===== src/rtl/xbar_slave_arbiter.sv =====
// Per-slave-port request scheduler: round-robin arbitration among masters that
// decode to this slave. It holds the grant across the req/ack handshake and has a watchdog.
module xbar_slave_arbiter #(
  parameter int unsigned NM        = 2,
  parameter logic        SLAVE_ID  = 1'b0,
  parameter int unsigned TO_CYCLES = 16,
  localparam int unsigned IW       = (NM > 1) ? $clog2(NM) : 1
) (
  input  logic          clk,
  input  logic          reset,
  input  logic [NM-1:0] m_req,
  input  logic [NM-1:0] m_cmd,
  input  logic [NM-1:0] m_sel,
  input  logic          s_ack,
  output logic          s_req,
  output logic          s_cmd,
  output logic [NM-1:0] m_ack,
  output logic [NM-1:0] grant,
  output logic [IW-1:0] grant_idx,
  output logic          busy,
  output logic          timeout_err
);

  localparam int unsigned WDW = (TO_CYCLES > 1) ? $clog2(TO_CYCLES) : 1;
  localparam logic [WDW-1:0] WD_LAST = (TO_CYCLES == 0) ? '0 : WDW'(TO_CYCLES - 1);

  typedef enum logic [1:0] {IDLE, BUSY, DONE} state_e;

  state_e        state_q, state_d;
  logic [IW-1:0] ptr_q, ptr_d;
  logic [WDW-1:0] wd_q, wd_d;
  logic          s_req_q, s_req_d;
  logic          s_cmd_q, s_cmd_d;
  logic [NM-1:0] m_ack_q, m_ack_d;
  logic [NM-1:0] grant_q, grant_d;
  logic [IW-1:0] grant_idx_q, grant_idx_d;
  logic          busy_q, busy_d;
  logic          timeout_err_q, timeout_err_d;

  logic [NM-1:0] elig;
  logic          win_found;
  logic [IW-1:0] win_idx;
  int unsigned   cand;
  logic [IW-1:0] g, g_next;
  logic          abort, expire;

  assign elig   = m_req & ~(m_sel ^ {NM{SLAVE_ID}});
  // grant_idx_q is the latched owner while BUSY/DONE
  assign g      = grant_idx_q;
  assign g_next = (g == IW'(NM - 1)) ? '0 : g + 1'b1;
  assign abort  = ~m_req[g];
  assign expire = (TO_CYCLES != 0) && (wd_q == WD_LAST);

  always_comb begin
    win_found = 1'b0;
    win_idx   = '0;
    cand      = 0;
    for (int unsigned i = 0; i < NM; i++) begin
      cand = 32'(ptr_q) + i;
      if (cand >= NM) cand = cand - NM;
      if (!win_found && elig[IW'(cand)]) begin
        win_found = 1'b1;
        win_idx   = IW'(cand);
      end
    end
  end

  always_ff @(posedge clk) begin
    if (reset) begin
      state_q       <= IDLE;
      ptr_q         <= '0;
      wd_q          <= '0;
      s_req_q       <= 1'b0;
      s_cmd_q       <= 1'b0;
      m_ack_q       <= '0;
      grant_q       <= '0;
      grant_idx_q   <= '0;
      busy_q        <= 1'b0;
      timeout_err_q <= 1'b0;
    end else begin
      state_q       <= state_d;
      ptr_q         <= ptr_d;
      wd_q          <= wd_d;
      s_req_q       <= s_req_d;
      s_cmd_q       <= s_cmd_d;
      m_ack_q       <= m_ack_d;
      grant_q       <= grant_d;
      grant_idx_q   <= grant_idx_d;
      busy_q        <= busy_d;
      timeout_err_q <= timeout_err_d;
    end
  end

  always_comb begin
    state_d = state_q;
    ptr_d   = ptr_q;
    wd_d    = wd_q;
    case (state_q)
      IDLE: if (win_found) begin
        state_d = BUSY;
        wd_d    = '0;
      end
      BUSY: begin
        if (abort) begin
          state_d = IDLE;
          ptr_d   = g_next;
          wd_d    = '0;
        end else if (s_ack || expire) begin
          state_d = DONE;
        end else begin
          wd_d = wd_q + WDW'(1);
        end
      end
      DONE: begin
        state_d = IDLE;
        ptr_d   = g_next;
        wd_d    = '0;
      end
      default: state_d = IDLE;
    endcase
  end

  always_comb begin
    s_req_d       = s_req_q;
    s_cmd_d       = s_cmd_q;
    m_ack_d       = '0;
    grant_d       = grant_q;
    grant_idx_d   = grant_idx_q;
    busy_d        = busy_q;
    timeout_err_d = 1'b0;
    case (state_q)
      IDLE: if (win_found) begin
        grant_d          = '0;
        grant_d[win_idx] = 1'b1;
        grant_idx_d      = win_idx;
        s_req_d          = 1'b1;
        s_cmd_d          = m_cmd[win_idx];
        busy_d           = 1'b1;
      end
      BUSY: begin
        if (abort) begin
          s_req_d     = 1'b0;
          grant_d     = '0;
          grant_idx_d = '0;
          busy_d      = 1'b0;
        end else if (s_ack) begin
          m_ack_d[g] = 1'b1;
          s_req_d    = 1'b0;
        end else if (expire) begin
          m_ack_d[g]    = 1'b1;
          timeout_err_d = 1'b1;
          s_req_d       = 1'b0;
        end
      end
      DONE: begin
        grant_d     = '0;
        grant_idx_d = '0;
        busy_d      = 1'b0;
      end
      default: begin
        s_req_d     = 1'b0;
        grant_d     = '0;
        grant_idx_d = '0;
        busy_d      = 1'b0;
      end
    endcase
  end

  assign s_req       = s_req_q;
  assign s_cmd       = s_cmd_q;
  assign m_ack       = m_ack_q;
  assign grant       = grant_q;
  assign grant_idx   = grant_idx_q;
  assign busy        = busy_q;
  assign timeout_err = timeout_err_q;

endmodule


===== config.mk =====
export PLATFORM = sky130hd
export DESIGN_NAME = xbar_slave_arbiter
export DESIGN_NICKNAME = d
export VERILOG_FILES = /design/src/rtl/xbar_slave_arbiter.sv
export SDC_FILE = /design/constraint.sdc
export NUM_CORES = 1
export LEC_CHECK = 0
export CORE_ASPECT_RATIO = 0.8
export CORE_MARGIN = 5
export CORE_UTILIZATION = 40
export CTS_BUF_LIST = sky130_fd_sc_hd__clkbuf_8 sky130_fd_sc_hd__clkbuf_16
export CTS_CLUSTER_DIAMETER = 150
export DETAILED_ROUTE_END_ITERATION = 8
export GPL_ROUTABILITY_DRIVEN = 0
export PLACE_DENSITY = 0.67
export SLEW_MARGIN = 10
export SYNTH_ARGS = -nofsm -noshare
export SYNTH_HDL_FRONTEND = slang
export SYNTH_SLANG_ARGS = --single-unit

===== constraint.sdc =====
create_clock -name clk -period 1.55 [get_ports clk]
set_input_delay 0.31 -clock clk [delete_from_list [all_inputs] [get_ports clk]]
set_output_delay 0.31 -clock clk [all_outputs]
set_load 0.1 [all_outputs]

# Word-level counts from Yosys, hierarchy flattened
# Index checks and enable logic that the tools add are counted.
[word_totals] ff_bits=16 input_bits=9 elab_cells=96 output_inout_bits=9
[op_classes] order_cmp=8 reduce_logical=16 n_addsub=5 bitwise_logic=5 n_eq_ne=8 mux=44
[ops] op="2-to-1 mux 1 bit" n=25
[ops] op="2-to-1 mux 2 bit" n=7
[ops] op="2-to-1 mux 4 bit" n=3
[ops] op="case mux 4 bit (3 select lines)" n=1
[ops] op="less-than comparator 1 x 2 -> 1 bit (second input constant)" n=4
[ops] op="case mux 2 bit (2 select lines)" n=2
[ops] op="AND reduction 2 bit" n=4
[ops] op="inequality test 3 bit (second input constant)" n=2
[ops] op="case mux 1 bit (2 select lines)" n=3
[ops] op="AND reduction 3 bit" n=2
[ops] op="adder 4 x 1 -> 4 bit (second input constant)" n=1
[ops] op="equality test 4 bit (second input constant)" n=1
[ops] op="inequality test 2 bit (second input constant)" n=2
[ops] op="inequality test 4 bit (second input constant)" n=1
[ops] op="OR reduction 4 bit" n=1
[ops] op="logical AND 1 bit" n=3
[ops] op="inverter 1 bit" n=3
[ops] op="case mux 1 bit (3 select lines)" n=1
[ops] op="nonzero test 3 bit" n=1
[ops] op="OR reduction 3 bit" n=1
[ops] op="adder 1 x 1 -> 2 bit (second input constant)" n=1
[ops] op="AND 2 bit" n=1
[ops] op="demux 1 bit (select 1 bit)" n=2
[ops] op="equality test 2 x 1 -> 1 bit (second input constant)" n=1
[ops] op="11 further kinds" n=13

# Longest topological paths before layout
[depth] ltp_word=14 ltp_mapped=5 mapped_depth_nobuf=5

# Worst setup path after synthesis
# No wires, ideal clock.
[synth_timing] path_type="register to register" startpoint="register, netlist name grant[1]" endpoint="register m_ack_q[1], in the netlist m_ack[1]" t_arrival_ns=1.847 path_buffers=0 setup_ns=0.119 path_slack_ns=-0.416 stages_incl_launch_ff=5 cell_sequence="dfxtp_1 -> mux2i_2 -> or2_4 -> nor3_4 -> and2_1"
[synth_lines] element="to (signal assigned)" line="86" text="m_ack_q <= m_ack_d;"
[synth_lines] element="to (decl)" line="34" text="logic [NM-1:0] m_ack_q, m_ack_d;"

# Final worst setup path
[layout_timing] startpoint="input m_req[1]" endpoint="register wd_q[2]"
[layout_via] elab_chain_cells=9 word_cells_on_any_way=16 classes_between="eq/ne: 2; mux: 10; bitwise: 1; reduce/logical: 3"
[layout_rtl] element="from (decl)" line="11" text="input logic [NM-1:0] m_req,"
[layout_rtl] element="AND 2 bit" line="47" text="assign elig = m_req & ~(m_sel ^ {NM{SLAVE_ID}});"
[layout_rtl] element="2-to-1 mux 1 bit (implied by the code) (2 in a row)" line="61" text="if (!win_found && elig[IW'(cand)]) begin"
[layout_rtl] element="2-to-1 mux 1 bit" line="61"
[layout_rtl] element="zero test 1 bit" line="61"
[layout_rtl] element="logical AND 1 bit" line="61"
[layout_rtl] element="2-to-1 mux 1 bit" line="61"
[layout_rtl] element="inequality test 2 bit (no source line)"
[layout_rtl] element="AND reduction 3 bit (no source line)"
[layout_rtl] element="to (signal assigned)" line="83" text="wd_q <= wd_d;"
[layout_rtl] element="to (decl)" line="31" text="logic [WDW-1:0] wd_q, wd_d;"
# Several ways; a longest one is shown, not always the timed one. The select of a mux whose other input is x is not followed.
# A chain may end at the register's enable or synchronous reset.

==> results.txt <==
- In the final routed layout, each cell accounts on average for 12.88 µm.
- Remaining global-route overflow: 0
- After routing the design area is 1094 µm².
* IO Count: 18
* Slew Limit Fails: 0
* CORE AREA: 1675 µm²
- The detailed router finished its first iteration with 14 violations.
- Sequential cell fraction of total power: 41.6%
* Die height: 48 µm
- Final setup violation count: 0
- At the pin with the least slew margin, the transition time is approximately 0.36 ns.
* Lkg Pwr: 0.4135 nW
* Setup repair bufs after CTS: 0
- Final hold violations: 0
* Post-route core utilization: 65.27%
* Post-detail-place hpwl: between 1000 and 1500 µm
* Routed vias/inst: 5.379
- Setup repair after global routing left no endpoint under its margin.
* Internal power consumption: 697.5 µW
- Area after DPL: 1047 µm²
- For this run, the slowest stage of the critical path takes 0.44 ns.
- For this run, asynchronously set or reset flops after synthesis account for 0%.
* CP max FO: 5
- In the final layout, the share of cells above drive strength 1 is 28.43%.
* HP Class: reg -> reg
- Clock tree from TritonCTS: built
- In this run, distinct cell masters in the synthesized netlist total 36.
- Total power per unit cell area: 936.0 nW/µm²
- The critical path in this run is classified as in -> reg.
- Most frequent cells in the layout: dfxtp_1 (14), buf_12 (9), nor2_1 (8), clkdlybuf4s50_1 (8), a21oi_1 (7)
* Net switching power of the design: roughly 330 µW
- Synthesized flop and latch total: 15
* WL final: 1597 µm
* Most frequent standard cell in the layout excluding fill and tap cells: dfxtp_1
- Cells on Worst Hold Path: 2
- Total Die Area: 2760 µm²
- Number of clock sinks: 15
- Maxcap violations: 0
- Arr. time, crit path: 1.58 ns
* Number of antenna violations at the first check in global routing: 0
- In this run, synthesis inferred 0 flip-flops with an integrated enable.
- After floorplanning, the core was divided into 13 placement rows.
- Counting buffers and inverters, the worst setup path is 5 cells deep.
* Synthesized cell area: 721.9 µm²
- Headroom to the max-slew limit came out at 75.33%.
* Antenna-violating nets left: 0
- Setup clock skew after layout: 0.004803 ns
- Ys flop type: dfxtp_1
- In this run the tool buffered the top-level ports with 17 buffer cells.
* Starting density of the core: 43.09%
* Die Width: 57.50 µm
- Net switching is 31.85% of the power.
- TritonCTS buffer count: 3
- Root buffer cell: clkbuf_8
- The run finished with clean final reports.
- Across the VDD grid, the largest voltage drop is 0.6100 mV.
* WP buf/inv: 1
* Wire length of the first global-routing pass: approximately 2700 µm
- For this run, the total global-route usage over all layers was measured as 13.59%.
- Clock insertion delay at the later pin of the skew report: 0.25 ns
- A synthesized cell averages 9.376 µm².
* Share of the yosys chip area belonging to registers: 41.59%
* Longest Clk Path Bufs: 2
- The critical path goes through clkdlybuf4s50_1, and2b_2, o31ai_4, a21oi_1, nor3_1.
- In the final design database the tool counted 113 nets.
- Number of vias after detailed routing: 667
- For the worst setup path, the data required time is 1.72 ns.
- Capturing element type of the critical path: register
* Critical-path top delay cell: clkdlybuf4s50_1
* Clock-pin slew of the registers on the worst-case setup and hold paths: 0.06 ns
* Synth-to-Final Area Change: 51.47%
- The share of total power dissipated in the clock network is 30.0%.
* Largest net degree at the start of global routing: 9
- CP top delay family: simple AND/OR/NAND/NOR gates
- DRT Pass-1 Iters: 4
* Share of power burned in combinational logic: 28.3%
* Number of DRC violations after detailed routing: 0
* CTS H-tree depth: 1
- Syn. warnings: 0
- For flop-to-flop paths, the worst setup slack is 0.18 ns.
* Number of diodes: 0
- Based on the critical path, the design can be clocked at up to 709.4 MHz.
* Post-synthesis instance total: 77
- The final critical path takes up approximately nine tenths of the cycle.
- Final Hold Slack: 0.5072 ns
- For the worst flop-to-flop path, the logic depth is 4.
- Fin crit period: 1.410 ns
- The number of nets in the synthesized netlist is a little under 90.
- The worst setup path is launched from an input port.
* Number of global-route vias before repair: about 650
==> final cells by class <==
| cell class | count | area (µm²) |
|---|---|---|
| clock inverter | 1 | 3.754 |
| tap | 22 | 27.53 |
| inverter | 2 | 7.507 |
| sequential | 15 | 304.0 |
| timing repair buffer | 23 | 305.3 |
| clock buffer | 3 | 41.29 |
| multi-input combinational | 58 | 404.1 |
| fill | 133 | 581.8 |
==> cell families after synthesis <==
family          count (synthesis)  share of synthesized area [%]
flops                          15                          41.59
fa+ha+maj                       1                          1.733
simple gates                   31                          27.56
compound gates                 24                          23.22
mux                             2                          3.293
buf+inv                         4                          2.600
==> worst min-delay path, stage by stage, from the launching register on <==
cell and delay, ns:
dfxtp_1 0.32, o21ai_1 0.08, a21oi_1 0.06
==> what timing repair did <==
action,in CTS,in global routing
endpoints found under the setup margin,0,1
resized for setup,0,1
hold buffers,0,0
==> routing by layer <==
| metal | vias up | track usage, % | wire length, µm |
|---|---|---|---|
| met5 | - | 0 | 0 |
| met4 | 0 | 9.722 | 43 |
| met3 | 7 | 6.469 | 130 |
| met2 | 23 | 20.95 | 718 |
| met1 | 303 | 15.13 | 704 |
| li1 | 334 | - | - |
==> state kept, by name, indices dropped and copies added, names as in the netlist <==
name and cells:
s_req 1, wd_q 4, timeout_err 1, ptr_q 1
m_ack 2, state_q 2, grant 2, s_cmd 1
busy 1
==> cells in the mapped netlist (2+ instances only) <==
cell type / count / area (µm²)
inv_1: 2 / 7.510
or2_2: 2 / 12.51
nand2_1: 2 / 7.510
a21oi_1: 7 / 35.03
nand3b_1: 2 / 15.01
nor2_1: 8 / 30.03
a211oi_1: 2 / 15.01
nor3_1: 3 / 15.01
dfxtp_1: 15 / 300.3
o21ai_1: 3 / 15.01
nand2b_1: 3 / 18.77
o21ai_0: 3 / 15.01
and2b_1: 2 / 15.01
==> power groups by stage <==
stage | combinational [mW] | clock, mW | sequential [mW]
after detailed placement | 0.290 | 0 | 0.434
after global routing | 0.306 | 0.339 | 0.429
after CTS | 0.291 | 0.315 | 0.426
after floorplan | 0.0979 | 0 | 0.512
after global placement | 0.289 | 0 | 0.435
final | 0.290 | 0.307 | 0.426
==> metrics by stage <==
stage          std cells  worst slack, ns  power (mW)  TNS [ns]
2_1_floorplan         77           0.1300      0.6103         0
3_3_place_gp         120          -0.1920      0.7234   -0.8138
3_5_place_dp         120          -0.1690      0.7241    -1.014
4_1_cts              124          0.08798       1.033         0
5_1_grt              124          0.03255       1.074         0
6_report             124           0.1404       1.024         0
==> path summary, 6_finish.rpt <==
kind	start	to
max reg2reg	state_q[0]$_SDFFE_PP0P_	wd_q[2]$_SDFFE_PP0P_
max	m_req[1]	wd_q[2]$_SDFFE_PP0P_
min	wd_q[1]$_SDFFE_PP0P_	wd_q[1]$_SDFFE_PP0P_
min reg2reg	wd_q[1]$_SDFFE_PP0P_	wd_q[1]$_SDFFE_PP0P_
Note: power is estimated with default switching activity, not from simulation.
